File: src/rtl/nested_index_gen_pkg.sv
// Shared types for the nested row/column index generator: FSM states and
// iteration modes.
package nested_index_gen_pkg;

  typedef enum logic [1:0] {
    IDLE = 2'd0,
    RUN  = 2'd1,
    DONE = 2'd2
  } state_t;

  // FULL walks every column of each row; UPPER walks only columns right of
  // the diagonal.
  typedef enum logic {
    FULL  = 1'b0,
    UPPER = 1'b1
  } mode_t;

endpackage : nested_index_gen_pkg

File: src/rtl/nested_index_gen_if.sv
// Bundle of launch controls, loop bounds and the index-pair stream between
// the generator (slave) and its driver/consumer (master).
interface nested_index_gen_if #(
  parameter int SIZE_ADDR = 8
);

  logic                 i_start;
  logic                 i_abort;
  logic [SIZE_ADDR-1:0] i_num_rows;
  logic [SIZE_ADDR-1:0] i_num_cols;
  logic                 i_mode;
  logic                 i_ready;
  logic                 o_valid;
  logic [SIZE_ADDR-1:0] o_i;
  logic [SIZE_ADDR-1:0] o_j;
  logic                 o_last;
  logic                 o_busy;
  logic                 o_done;

  // A pair transfers on any rising edge with o_valid & i_ready. Once o_valid
  // is high, o_i/o_j/o_last hold until that transfer (or an abort/reset);
  // o_valid never depends combinationally on i_ready.
  modport slave (
    input  i_start,
    input  i_abort,
    input  i_num_rows,
    input  i_num_cols,
    input  i_mode,
    input  i_ready,
    output o_valid,
    output o_i,
    output o_j,
    output o_last,
    output o_busy,
    output o_done
  );

  modport master (
    output i_start,
    output i_abort,
    output i_num_rows,
    output i_num_cols,
    output i_mode,
    output i_ready,
    input  o_valid,
    input  o_i,
    input  o_j,
    input  o_last,
    input  o_busy,
    input  o_done
  );

endinterface : nested_index_gen_if

File: src/rtl/nested_index_next.sv
// Successor of the current (i, j) pair and a flag saying whether the current
// pair is the final one of the run.
module nested_index_next
  import nested_index_gen_pkg::*;
#(
  parameter int SIZE_ADDR = 8
) (
  input  logic [SIZE_ADDR-1:0] cur_i,
  input  logic [SIZE_ADDR-1:0] cur_j,
  input  logic [SIZE_ADDR-1:0] num_rows,
  input  logic [SIZE_ADDR-1:0] num_cols,
  input  mode_t                mode,
  output logic [SIZE_ADDR-1:0] nxt_i,
  output logic [SIZE_ADDR-1:0] nxt_j,
  output logic                 last
);

  localparam int WX = SIZE_ADDR + 1;

  // One extra bit so i+2 / j+1 can exceed a bound of 2^SIZE_ADDR-1.
  logic [WX-1:0] i_x;
  logic [WX-1:0] j_x;
  logic [WX-1:0] rows_x;
  logic [WX-1:0] cols_x;
  logic [WX-1:0] j_inc;
  logic [WX-1:0] i_inc;
  logic [WX-1:0] j_upper;

  assign i_x     = {1'b0, cur_i};
  assign j_x     = {1'b0, cur_j};
  assign rows_x  = {1'b0, num_rows};
  assign cols_x  = {1'b0, num_cols};
  assign j_inc   = j_x + WX'(1);
  assign i_inc   = i_x + WX'(1);
  assign j_upper = i_x + WX'(2);

  // In UPPER mode a row that has no column right of the diagonal implies every
  // later row is empty too, so running out of columns ends the run outright.
  always_comb begin
    nxt_i = cur_i;
    nxt_j = cur_j;
    last  = 1'b0;
    if (j_inc < cols_x) begin
      nxt_j = j_inc[SIZE_ADDR-1:0];
    end else begin
      nxt_i = i_inc[SIZE_ADDR-1:0];
      if (mode == UPPER) begin
        nxt_j = j_upper[SIZE_ADDR-1:0];
        last  = (i_inc >= rows_x) || (j_upper >= cols_x);
      end else begin
        nxt_j = '0;
        last  = (i_inc >= rows_x);
      end
    end
  end

endmodule : nested_index_next

File: src/rtl/nested_index_gen.sv
// Nested-loop index generator: streams (i, j) pairs over an R x C space (full
// or strictly-upper triangle) with valid/ready flow control.
module nested_index_gen
  import nested_index_gen_pkg::*;
#(
  parameter int SIZE_ADDR = 8
) (
  input  logic                i_clk,
  input  logic                i_rst,
  nested_index_gen_if.slave   bus,
  output state_t              o_state
);

  state_t               state_q;
  logic                 valid_q;
  logic                 busy_q;
  logic                 done_q;
  logic [SIZE_ADDR-1:0] i_q;
  logic [SIZE_ADDR-1:0] j_q;
  logic [SIZE_ADDR-1:0] rows_q;
  logic [SIZE_ADDR-1:0] cols_q;
  mode_t                mode_q;

  logic [SIZE_ADDR-1:0] nxt_i;
  logic [SIZE_ADDR-1:0] nxt_j;
  logic                 last_w;
  mode_t                start_mode;
  logic                 start_empty;
  logic [SIZE_ADDR-1:0] first_j;

  nested_index_next #(
    .SIZE_ADDR (SIZE_ADDR)
  ) u_next (
    .cur_i    (i_q),
    .cur_j    (j_q),
    .num_rows (rows_q),
    .num_cols (cols_q),
    .mode     (mode_q),
    .nxt_i    (nxt_i),
    .nxt_j    (nxt_j),
    .last     (last_w)
  );

  assign start_mode  = mode_t'(bus.i_mode);
  assign start_empty = (bus.i_num_rows == '0) || (bus.i_num_cols == '0) ||
                       ((start_mode == UPPER) && (bus.i_num_cols <= SIZE_ADDR'(1)));
  assign first_j     = (start_mode == UPPER) ? SIZE_ADDR'(1) : '0;

  always_ff @(posedge i_clk) begin
    if (i_rst) begin
      state_q <= IDLE;
      valid_q <= 1'b0;
      busy_q  <= 1'b0;
      done_q  <= 1'b0;
      i_q     <= '0;
      j_q     <= '0;
      rows_q  <= '0;
      cols_q  <= '0;
      mode_q  <= FULL;
    end else begin
      done_q <= 1'b0;
      case (state_q)
        IDLE: begin
          if (bus.i_start) begin
            rows_q <= bus.i_num_rows;
            cols_q <= bus.i_num_cols;
            mode_q <= start_mode;
            busy_q <= 1'b1;
            if (start_empty) begin
              state_q <= DONE;
              done_q  <= 1'b1;
            end else begin
              state_q <= RUN;
              valid_q <= 1'b1;
              i_q     <= '0;
              j_q     <= first_j;
            end
          end
        end
        RUN: begin
          // Abort wins over a handshake landing on the same edge.
          if (bus.i_abort) begin
            state_q <= IDLE;
            valid_q <= 1'b0;
            busy_q  <= 1'b0;
          end else if (valid_q && bus.i_ready) begin
            if (last_w) begin
              state_q <= DONE;
              valid_q <= 1'b0;
              done_q  <= 1'b1;
            end else begin
              i_q <= nxt_i;
              j_q <= nxt_j;
            end
          end
        end
        DONE: begin
          state_q <= IDLE;
          busy_q  <= 1'b0;
        end
        default: begin
          state_q <= IDLE;
          valid_q <= 1'b0;
          busy_q  <= 1'b0;
        end
      endcase
    end
  end

  assign bus.o_valid = valid_q;
  assign bus.o_i     = i_q;
  assign bus.o_j     = j_q;
  assign bus.o_last  = valid_q & last_w;
  assign bus.o_busy  = busy_q;
  assign bus.o_done  = done_q;
  assign o_state     = state_q;

endmodule : nested_index_gen
File: src/flat_wrapper.sv
// flat-port wrapper written by rule: the top's interface ports become plain ports
module nested_index_gen_flat import nested_index_gen_pkg::*;
#(
  parameter int SIZE_ADDR = 8
)
  (i_clk, i_rst, o_state, bus_i_start, bus_i_abort, bus_i_num_rows, bus_i_num_cols, bus_i_mode, bus_i_ready, bus_o_valid, bus_o_i, bus_o_j, bus_o_last, bus_o_busy, bus_o_done);
  nested_index_gen_if #(.SIZE_ADDR(SIZE_ADDR)) bus_i ();
  input  logic i_clk;
  input  logic i_rst;
  output state_t o_state;
  input wire logic [$bits(bus_i.i_start)-1:0] bus_i_start;
  input wire logic [$bits(bus_i.i_abort)-1:0] bus_i_abort;
  input wire logic [$bits(bus_i.i_num_rows)-1:0] bus_i_num_rows;
  input wire logic [$bits(bus_i.i_num_cols)-1:0] bus_i_num_cols;
  input wire logic [$bits(bus_i.i_mode)-1:0] bus_i_mode;
  input wire logic [$bits(bus_i.i_ready)-1:0] bus_i_ready;
  output wire logic [$bits(bus_i.o_valid)-1:0] bus_o_valid;
  output wire logic [$bits(bus_i.o_i)-1:0] bus_o_i;
  output wire logic [$bits(bus_i.o_j)-1:0] bus_o_j;
  output wire logic [$bits(bus_i.o_last)-1:0] bus_o_last;
  output wire logic [$bits(bus_i.o_busy)-1:0] bus_o_busy;
  output wire logic [$bits(bus_i.o_done)-1:0] bus_o_done;
  assign bus_i.i_start = bus_i_start;
  assign bus_i.i_abort = bus_i_abort;
  assign bus_i.i_num_rows = bus_i_num_rows;
  assign bus_i.i_num_cols = bus_i_num_cols;
  assign bus_i.i_mode = bus_i_mode;
  assign bus_i.i_ready = bus_i_ready;
  assign bus_o_valid = bus_i.o_valid;
  assign bus_o_i = bus_i.o_i;
  assign bus_o_j = bus_i.o_j;
  assign bus_o_last = bus_i.o_last;
  assign bus_o_busy = bus_i.o_busy;
  assign bus_o_done = bus_i.o_done;
  nested_index_gen #(.SIZE_ADDR(SIZE_ADDR)) u_core (.i_clk(i_clk), .i_rst(i_rst), .bus(bus_i), .o_state(o_state));
endmodule
File: config.mk
export PLATFORM = sky130hd
export DESIGN_NAME = nested_index_gen_flat
export DESIGN_NICKNAME = d
export VERILOG_FILES = /design/src/rtl/nested_index_gen_pkg.sv /design/src/rtl/nested_index_gen_if.sv /design/src/rtl/nested_index_next.sv /design/src/rtl/nested_index_gen.sv /design/src/flat_wrapper.sv
export SDC_FILE = /design/constraint.sdc
export NUM_CORES = 1
export LEC_CHECK = 0
export BUFFER_PORTS_ARGS = -buffer_cell sky130_fd_sc_hd__buf_2
export CAP_MARGIN = 20
export CELL_PAD_IN_SITES_DETAIL_PLACEMENT = 1
export CELL_PAD_IN_SITES_GLOBAL_PLACEMENT = 1
export CORE_MARGIN = 10
export CORE_UTILIZATION = 42
export CTS_BUF_LIST = sky130_fd_sc_hd__clkbuf_4 sky130_fd_sc_hd__clkbuf_8 sky130_fd_sc_hd__clkbuf_16
export DETAILED_ROUTE_END_ITERATION = 10
export MAX_ROUTING_LAYER = met4
export PLACE_DENSITY = 0.78
export SLEW_MARGIN = 10
export SYNTH_ARGS = -nofsm -noshare
export SYNTH_HDL_FRONTEND = slang
export SYNTH_HIERARCHICAL = 1
export SYNTH_SLANG_ARGS = --single-unit
File: constraint.sdc
create_clock -name i_clk -period 4.54 [get_ports i_clk]
set_input_delay 0.681 -clock i_clk [delete_from_list [all_inputs] [get_ports i_clk]]
set_output_delay 0.681 -clock i_clk [all_outputs]
set_load 0.01 [all_outputs]
==> results.cfg, run 1 <==
[sta]
hold_ws_ps = 457
fmax_mhz = 245
slew_violations = 0
setup_viol = 0
maxSlewHeadroom_pct = 53.0
setup_tns_ps = 0
worstMarginPinSlew_ps = 705
fin_crit_ps = 4090
fin_crit_sh_pct = 90.0
rsz0062_at_grt = false
finalHoldViolations = 0
finClkSkew_ps = 9.29

[clock_tree]
cts_buffers = 5
cts_resized = 0
htree_num_levels = 2
cts_tree = yes
post_cts_buffers = 0
cts_buffer_depth = 2
root_buffer = clkbuf_8
cts_hold_buf = 0
path_clk_slew_ps = 80
clock_sinks = 38
clock_latency_ps = 300

[detailed_routing]
routed_via_density = 5.32
route.detailed.wl_per_inst_um = 16.8
wl_mm = 7.57
drc = 0
first_iter_violations = 81
vias = 2396
first_pass_iters = 4
ant_nets = 0

[global_route]
grtUsageTotal_pct = 15.9
grt_overflow_total = 0
grt_max_degree = 40
grt_pass1_wl_mm = 12.7
grt_pass1_vias = 2592
antenna_found_initial = 0

[setup_path]
crit_family = compound AO/OA/AOI/OAI gates
worst-path-stages = 12
cp.arrival_ps = 3410
setup.worst_path.end = bus_o_last
r2r_cells = 13
slowest_delay_ps = 540
worstSetupStartpointType = register
crit_chain = ha_1, and3_1, and3_1, nand2_1, xnor2_1, ha_1, o2111a_1, a221o_1, a31oi_1, a31oi_1, and2_1, buf_2
reg2reg_from = u_core/bus.o_i[2]
ff2ff_setup_slack_ps = 770
worstPathRequired_ps = 3860
cp_slowest_cell = dfxtp_1
critical_path.endpoint_type = output pin
r2r-end = u_core/bus.o_j[4]
critPathLaunch = u_core/bus.o_i[2]
path_class = register to output pin
cp_num_buf_inv = 1
cp_max_fo = 8

[power]
seq_power_share_pct = 47.0
p_comb_share_pct = 19.7
power_switching_share_pct = 30.0
p_leak_uw = 0.00136
powerDensity_nw_per_um2 = 254
p_total_uw = 767
peakVddDrop_v = 0.000156
power_switching_uw = 230
p_int_uw = 537
p_clk_share_pct = 33.3

[cells_and_area]
n_antenna_cell = 0
fin_nets = 420
layout_commonest_cell = nand2_1
fin_cells = 450
drive_gt1_share_pct = 17.2
final_cell_mix = nand2_1, buf_2, dfxtp_1, ha_1, a21oi_1
area_growth_syn_to_layout_pct = 12.9

[hold_path]
min_path_type = register to register

[placed_design]
gp_congestion = 0.841
dp_cells = 441
hpwlAfterDp_mm = 5.79
port_buffers = 43

[synthesis]
syn_avg_cell_area_um2 = 8.01
syn-num-nets = 382
ys_seq_area_share_pct = 28.5
yosysTopAreaCell = dfxtp_1
synth-edff-count = 0
synthCells = 334
synthArstFlopShare_pct = 0
synth_seq_cells = 38
synth_ff_type = dfxtp_1
synth_area_um2 = 2670
ys_types = 47
synth.area.top_cells = dfxtp_1, ha_1, nand2_1
synth_warnings = 6
synth_top_area_share_pct = 28.5

[floorplanning]
core_um2 = 6280
pin_count = 44
die_height_um = 99.8
fp-row-count = 29
initial_utilization_pct = 42.6
die_w_um = 99.8
die-area_um2 = 9960

[flow_run]
drv_cap = 0

[status]
status = complete, no violations
[worst reg2reg max path: stages (launching register included)]
cell	delay [ps]
dfxtp_1	540
ha_1	280
and3_1	230
and3_1	210
nand2_1	110
xnor2_1	210
ha_1	280
o2111a_1	170
a221o_1	360
a31oi_1	160
a31oi_1	210
o31ai_4	370
nand3_4	310
mux2i_1	270
[power groups by stage]
stage	Sequential [uW]	Combinational, uW	Clock [uW]
4_1_cts	361	151	261
6_report	360	151	255
3_5_place_dp	369	151	0
3_3_place_gp	368	147	0
2_1_floorplan	365	114	0
5_1_grt	363	170	275
[cell usage after synthesis (2+ instances only)]
library cell   n
nand2_1       76
dfxtp_1       38
ha_1          26
a21oi_1       23
inv_1         18
nand2b_1      18
mux2i_1       17
xor2_1        14
o21ai_0       11
nor2_1        10
xnor2_1       10
clkbuf_1       8
nand3_1        6
nor3_1         6
nor4_1         6
a31oi_1        4
and3_1         4
buf_6          3
nor2_2         3
and2_1         2
and4_1         2
buf_2          2
nand4_1        2
o2111a_1       2
[kinds of logic (layout without fill, tap and decap cells)]
kind of cell / Yosys count / count (layout) / synth area share, %
flip-flops: 38 / 38 / 28.5
adder cells (fa/ha/maj): 26 / 26 / 12.2
AND/OR/NAND/NOR: 142 / 142 / 25.7
buffers and inverters: 32 / 71 / 5.57
AO/OA/AOI/OAI: 54 / 54 / 13.4
XOR/XNOR: 24 / 24 / 7.86
multiplexers: 18 / 18 / 6.79
[metrics by stage]
step                      setup slack [ps]  utilization, %  area [um2]
after floorplan                       1230               -        2670
after global placement                 966            46.4        2910
after detailed placement               856            46.4        2910
after CTS                              476            47.9        3010
after global routing                   247            48.1        3020
final                                  454            48.1        3020
[registers in the layout (all words and copies together) (netlist names)]
register,cells
u_core/bus.o_busy,1
u_core/mode_q,1
u_core/rows_q,8
u_core/bus.o_valid,1
u_core/cols_q,8
u_core/bus.o_done,1
u_core/o_state,2
u_core/bus.o_i,8
u_core/bus.o_j,8
[area by class of cell]
cell class	count	area [um2]
Timing Repair Buffer	45	234
Fill cell	809	3260
Clock inverter	1	5.00
Multi-Input combinational cell	264	1760
Tap cell	77	96.3
Inverter	18	67.6
Sequential cell	38	761
Clock buffer	7	90.1
[worst min-delay path by stage]
| stage | startpoint | endpoint | slack, ps | cells past startpoint |
|---|---|---|---|---|
| after floorplan | u_core/cols_q[1] | u_core/cols_q[1] | 440 | 2 |
| after global placement | u_core/cols_q[4] | u_core/cols_q[4] | 440 | 2 |
| after detailed placement | u_core/rows_q[7] | u_core/rows_q[7] | 450 | 2 |
| after CTS | u_core/rows_q[7] | u_core/rows_q[7] | 460 | 2 |
| after global routing | u_core/rows_q[1] | u_core/rows_q[1] | 490 | 2 |
| final | u_core/rows_q[7] | u_core/rows_q[7] | 460 | 2 |
[layer usage]
metal / track usage [%] / share of wire (%) / vias to the layer above
li1: - / - / 1218
met1: 19.8 / 51 / 1119
met2: 25.4 / 45 / 48
met3: 3.23 / 3.1 / 11
met4: 4.63 / 1.6 / 0
met5: - / 0 / -
(Power assumes the default switching activity.)
==> run 2: changes to the inputs <==
--- a/config.mk
+++ b/config.mk
@@ -5,14 +5,14 @@
 export SDC_FILE = /design/constraint.sdc
 export NUM_CORES = 1
 export LEC_CHECK = 0
-export BUFFER_PORTS_ARGS = -buffer_cell sky130_fd_sc_hd__buf_2
 export CAP_MARGIN = 20
 export CELL_PAD_IN_SITES_DETAIL_PLACEMENT = 1
 export CELL_PAD_IN_SITES_GLOBAL_PLACEMENT = 1
 export CORE_MARGIN = 10
-export CORE_UTILIZATION = 42
+export CORE_UTILIZATION = 47
 export CTS_BUF_LIST = sky130_fd_sc_hd__clkbuf_4 sky130_fd_sc_hd__clkbuf_8 sky130_fd_sc_hd__clkbuf_16
 export DETAILED_ROUTE_END_ITERATION = 10
+export DONT_BUFFER_PORTS = 1
 export MAX_ROUTING_LAYER = met4
 export PLACE_DENSITY = 0.78
 export SLEW_MARGIN = 10
==> run 2 against run 1 <==
  * Cell count decreased by 10%
  * Sequential share of layout area increased by 1.7 points
  * Via count decreased by 3.6%
  * Clock-buffer cell count decreased by 1
  * Largest cell class unchanged
  * Maximum frequency increased by 1.7%
  * First-iteration DRC count decreased by 23%
  * Sequential cell count unchanged
  * Critical path depth decreased by 1
  * Worst hold slack got worse by 5.1 ps
==> results.cfg, run 2 (synthesis results as in run 1) <==
[status]
status = complete, no violations

[floorplanning]
die-area_um2 = 9110
die_height_um = 95.4
core_um2 = 5510
fp-row-count = 27
die_w_um = 95.4
initial_utilization_pct = 48.6
pin_count = 44

[power]
peakVddDrop_v = 0.000151
p_comb_share_pct = 16.1
p_clk_share_pct = 37.8
power_switching_share_pct = 27.8
p_leak_uw = 0.00117
powerDensity_nw_per_um2 = 279
power_switching_uw = 219
p_int_uw = 568
seq_power_share_pct = 46.1

[sta]
fin_crit_sh_pct = 88.5
rsz0062_at_grt = false
finClkSkew_ps = 2.72
fin_crit_ps = 4020
setup_tns_ps = 0
slew_violations = 0
hold_ws_ps = 452
finalHoldViolations = 0
worstMarginPinSlew_ps = 605
fmax_mhz = 249
setup_viol = 0
maxSlewHeadroom_pct = 59.6

[cells_and_area]
nFillCells = 679
layout_commonest_cell = nand2_1
finish.utilization_pct = 51.3
final_cell_mix = nand2_1, dfxtp_1, ha_1, a21oi_1
fin_nets = 379
fin_cells = 404
n_antenna_cell = 0
area_growth_syn_to_layout_pct = 5.71
drive_gt1_share_pct = 6.93

[detailed_routing]
ant_nets = 0
first_pass_iters = 4
drc = 0
routed_via_density = 5.72
route.detailed.wl_per_inst_um = 18.1
wl_mm = 7.33
first_iter_violations = 62
vias = 2310

[global_route]
grtUsageTotal_pct = 17.5
grt_overflow_total = 0
grt_max_degree = 40
grt_pass1_wl_mm = 12.4
antenna_found_initial = 0
grt_pass1_vias = 2456

[setup_path]
critical_path.endpoint_type = output pin
worstPathRequired_ps = 3860
cp_slowest_cell = dfxtp_1
cp_max_fo = 8
reg2reg_from = u_core/bus.o_i[1]
cp.arrival_ps = 3340
crit_chain = ha_1, and3_1, and3_1, nand2_1, xnor2_1, ha_1, o2111a_1, a221o_1, a31oi_1, a31oi_1, and2_1
path_class = register to output pin
slowest_delay_ps = 530
worstSetupStartpointType = register
critPathLaunch = u_core/bus.o_i[1]

[clock_tree]
post_cts_buffers = 0
cts_buffers = 5
cts_hold_buf = 0
cts_resized = 0
cts_buffer_depth = 2
clock_latency_ps = 290
htree_num_levels = 2
clock_sinks = 38
root_buffer = clkbuf_8
cts_tree = yes
path_clk_slew_ps = 80

[hold_path]
min_from = u_core/rows_q[6]
min_path_type = register to register

[placed_design]
gp_congestion = 0.809
dp_cells = 395
port_buffers = 0
hpwlAfterDp_mm = 5.49

[flow_run]
drv_cap = 0
run 2: critical path: cells and delay by family (launching register included):
family                     cells  cell delay (ps)
xor gates and xnor gates       1              140
adders and majority gates      2              590
AOI/OAI and AO/OA              4              900
DFF                            1              530
and+or+nand+nor                4              860
run 2: final cells by class:
cell class | instances | area [um2] | area share, %
Clock buffer | 6 | 76.3 | 2.70
Clock inverter | 2 | 37.5 | 1.33
Inverter | 18 | 67.6 | 2.39
Multi-Input combinational cell | 264 | 1760 | 62.4
Sequential cell | 38 | 761 | 26.9
Tap cell | 72 | 90.1 | 3.19
Timing Repair Buffer | 4 | 30.0 | 1.06
run 2: routing by layer:
layer | vias up | GRT usage, % | share of wire (%)
li1 | 1134 | - | -
met2 | 59 | 26.4 | 44
met3 | 18 | 5.89 | 7.8
met4 | 0 | 7.62 | 2.9
met5 | - | - | 0
met1 | 1099 | 20.7 | 46
run 2: power by group through the flow:
stage,Combinational (uW),Sequential [uW],Clock [uW]
5_1_grt,143,365,324
2_1_floorplan,114,365,0
3_5_place_dp,126,371,0
4_1_cts,127,363,308
6_report,127,363,298
3_3_place_gp,123,370,0
run 2: worst paths after layout:
| kind | end | slack [ps] | cells past startpoint |
|---|---|---|---|
| worst max-delay path | bus_o_last | 520 | 11 |
| worst min-delay path | u_core/rows_q[6] | 450 | 2 |
| worst max register to register | u_core/bus.o_j[1] | 740 | 13 |
| worst min register to register | u_core/rows_q[6] | 450 | 2 |
run 2: stage by stage:
stage	worst slack [ps]	total power (uW)	instance area, um2
after floorplan	1230	480	2670
after global placement	1060	493	2710
after detailed placement	874	497	2710
after CTS	525	798	2820
after global routing	314	832	2830
final	523	787	2830
==> run 3: changes to the inputs <==
--- a/config.mk
+++ b/config.mk
@@ -5,14 +5,15 @@
 export SDC_FILE = /design/constraint.sdc
 export NUM_CORES = 1
 export LEC_CHECK = 0
+export ABC_AREA = 1
+export BUFFER_PORTS_ARGS = -buffer_cell sky130_fd_sc_hd__buf_2
 export CAP_MARGIN = 20
 export CELL_PAD_IN_SITES_DETAIL_PLACEMENT = 1
 export CELL_PAD_IN_SITES_GLOBAL_PLACEMENT = 1
 export CORE_MARGIN = 10
-export CORE_UTILIZATION = 47
+export CORE_UTILIZATION = 40
 export CTS_BUF_LIST = sky130_fd_sc_hd__clkbuf_4 sky130_fd_sc_hd__clkbuf_8 sky130_fd_sc_hd__clkbuf_16
 export DETAILED_ROUTE_END_ITERATION = 10
-export DONT_BUFFER_PORTS = 1
 export MAX_ROUTING_LAYER = met4
 export PLACE_DENSITY = 0.78
 export SLEW_MARGIN = 10
==> run 3 against run 2 <==
  * Global-route usage is 0.50 points lower
  * Critical path depth rose by 5
  * Register-to-register slack better by 190 ps
  * Sequential power rose by 13%
  * Clock-buffer cell count unchanged
  * Worst setup slack better by 96 ps
  * Utilization shrank 5.5 points
  * Sequential share of layout area is 4.0 points lower
  * Synthesized cell count rose by 40%
  * Largest cell class unchanged
==> results.cfg, run 3 <==
[cells_and_area]
design_area_um2 = 3330
final_cell_mix = nand2_1, nor2_1, inv_1, buf_2, dfxtp_1
fin_nets = 551
fin_cells = 603
area_growth_syn_to_layout_pct = 11.9
layout_commonest_cell = nand2_1
n_antenna_cell = 0
drive_gt1_share_pct = 14.5

[floorplanning]
fp-row-count = 31
pin_count = 44
core_um2 = 7250
die_w_um = 106
die-area_um2 = 11300
initial_utilization_pct = 41.0
die_height_um = 106

[clock_tree]
cts_tree = yes
post_cts_buffers = 0
cts_buffer_depth = 2
path_clk_slew_ps = 90
cts_hold_buf = 0
root_buffer = clkbuf_8
cts_resized = 0
clock_sinks = 38
clock_latency_ps = 300
cts_buffers = 5
htree_num_levels = 2

[synthesis]
syn-num-nets = 515
synthArstFlopShare_pct = 0
synth-edff-count = 0
synth_ff_type = dfxtp_1
synthCells = 467
ys_types = 30
synth_area_um2 = 2970
synth_seq_cells = 38
synth_top_family_by_area = simple AND/OR/NAND/NOR gates
synth_common_cells = nand2_1, nor2_1, inv_1, dfxtp_1, a21oi_1
synth_top_area_share_pct = 25.6
yosysTopAreaCell = dfxtp_1
synth_warnings = 6
synthXorXnorAreaFrac_pct = 4.12
ys_seq_area_share_pct = 25.6
synth.area.top_cells = dfxtp_1, nand2_1, ha_1
synthAdderAreaFrac_pct = 10.9
syn_avg_cell_area_um2 = 6.37
synthSimpleGateAreaFrac_pct = 37.5
synth_compound_area_share_pct = 9.64
synth_most_common_cell = nand2_1
synth_mux_area_share_pct = 0

[setup_path]
worstSetupStartpointType = register
path_class = register to output pin
cp.arrival_ps = 3240
crit_chain = ha_1, inv_1, nor2_1, nand3_1, xor2_1, ha_1, a21o_1, nand3_1, nand2_1, nor2_1, nand2_1, nor2_1, a21oi_1, nand2_1, inv_1, buf_2
cp_slowest_cell = dfxtp_1
critical_path.endpoint_type = output pin
cp_max_fo = 9
slowest_delay_ps = 590
cp_num_buf_inv = 3
crit_family = simple AND/OR/NAND/NOR gates
worstPathRequired_ps = 3860

[power]
p_total_uw = 1220
p_leak_uw = 0.00176
peakVddDrop_v = 0.000187
powerDensity_nw_per_um2 = 367

[sta]
fin_crit_sh_pct = 86.4
slew_violations = 0
rsz0062_at_grt = false
maxSlewHeadroom_pct = 35.2
fmax_mhz = 255
finClkSkew_ps = 7.25
fin_crit_ps = 3920
setup_tns_ps = 0
setup_slack_ps = 619
setup_viol = 0
finalHoldViolations = 0
worstMarginPinSlew_ps = 972

[placed_design]
gp_congestion = 0.875
dp_cells = 595
hpwlAfterDp_mm = 6.86
place_ws_ps = 1000
port_buffers = 43
post_dp_cell_area_um2 = 3180

[flow_run]
drv_cap = 0

[detailed_routing]
drc = 0
ant_nets = 0
first_pass_iters = 4
first_iter_violations = 86
vias = 2974
wl_mm = 9.02
routed_via_density = 4.93
route.detailed.wl_per_inst_um = 15.0

[status]
status = complete, no violations

[global_route]
antenna_found_initial = 0
grt_pass1_vias = 3198
grtUsageTotal_pct = 17.0
grt_overflow_total = 0
grt_max_degree = 34
grt_pass1_wl_mm = 15.5

[hold_path]
min_path_type = register to register
-- run 3: cell families after synthesis --
group                      count (synthesis)
adders and majority gates                 26
AOI/OAI and AO/OA                         55
xor gates and xnor gates                  14
and+or+nand+nor                          258
DFF                                       38
buffers and inverters                     76
-- run 3: worst paths after layout --
check                         start           endpoint  slack [ps]  cells after the start
hold reg to reg   u_core/bus.o_busy  u_core/bus.o_busy         470                      2
hold / removal    u_core/bus.o_busy  u_core/bus.o_busy         470                      2
setup / recovery  u_core/bus.o_i[0]         bus_o_last         620                     16
setup reg to reg  u_core/bus.o_i[0]  u_core/bus.o_j[2]         930                     19
-- run 3: per-stage QoR --
stage          hold WS, ps  utilization [%]
2_1_floorplan          454                -
3_3_place_gp           456             43.9
3_5_place_dp           461             43.9
4_1_cts                475             45.9
5_1_grt                508             45.9
6_report               472             45.9
-- run 3: layer usage --
metal	GRT usage, %	wire [um]	up-vias
li1	-	-	1532
met1	19.8	4160	1375
met2	29.5	4390	56
met3	2.54	293	11
met4	4.93	164	0
met5	-	0	-
-- run 3: area by class of cell --
cell class	instances	area (um2)
clock buffers	6	82.6
multi-input cells	353	1850
well taps	99	124
repair buffers	43	215
clock inverters	2	60.1
flip-flops and latches	38	761
fillers	1007	3930
inverters	62	233
-- run 3: report_power, final --
| part | internal [uW] | leakage, uW | switching, uW |
|---|---|---|---|
| combinational | 152 | 0.00138 | 284 |
| clock | 235 | 0.0000714 | 139 |
| sequential | 367 | 0.000314 | 41.7 |
-- run 3: worst register-to-register path, cell delays in order (launching register included) --
cell and delay (ps):
dfxtp_1 590, ha_1 270, inv_1 50, nor2_1 290
nand3_1 150, xor2_1 240, ha_1 310, a21o_1 160
nand3_1 70, nand2_1 50, nor2_1 110, nand2_1 60
nor2_1 170, a21oi_1 140, nor2_1 160, nand2_2 80
nand2_4 290, nand3_1 160, nand2_1 120, nor2_1 50
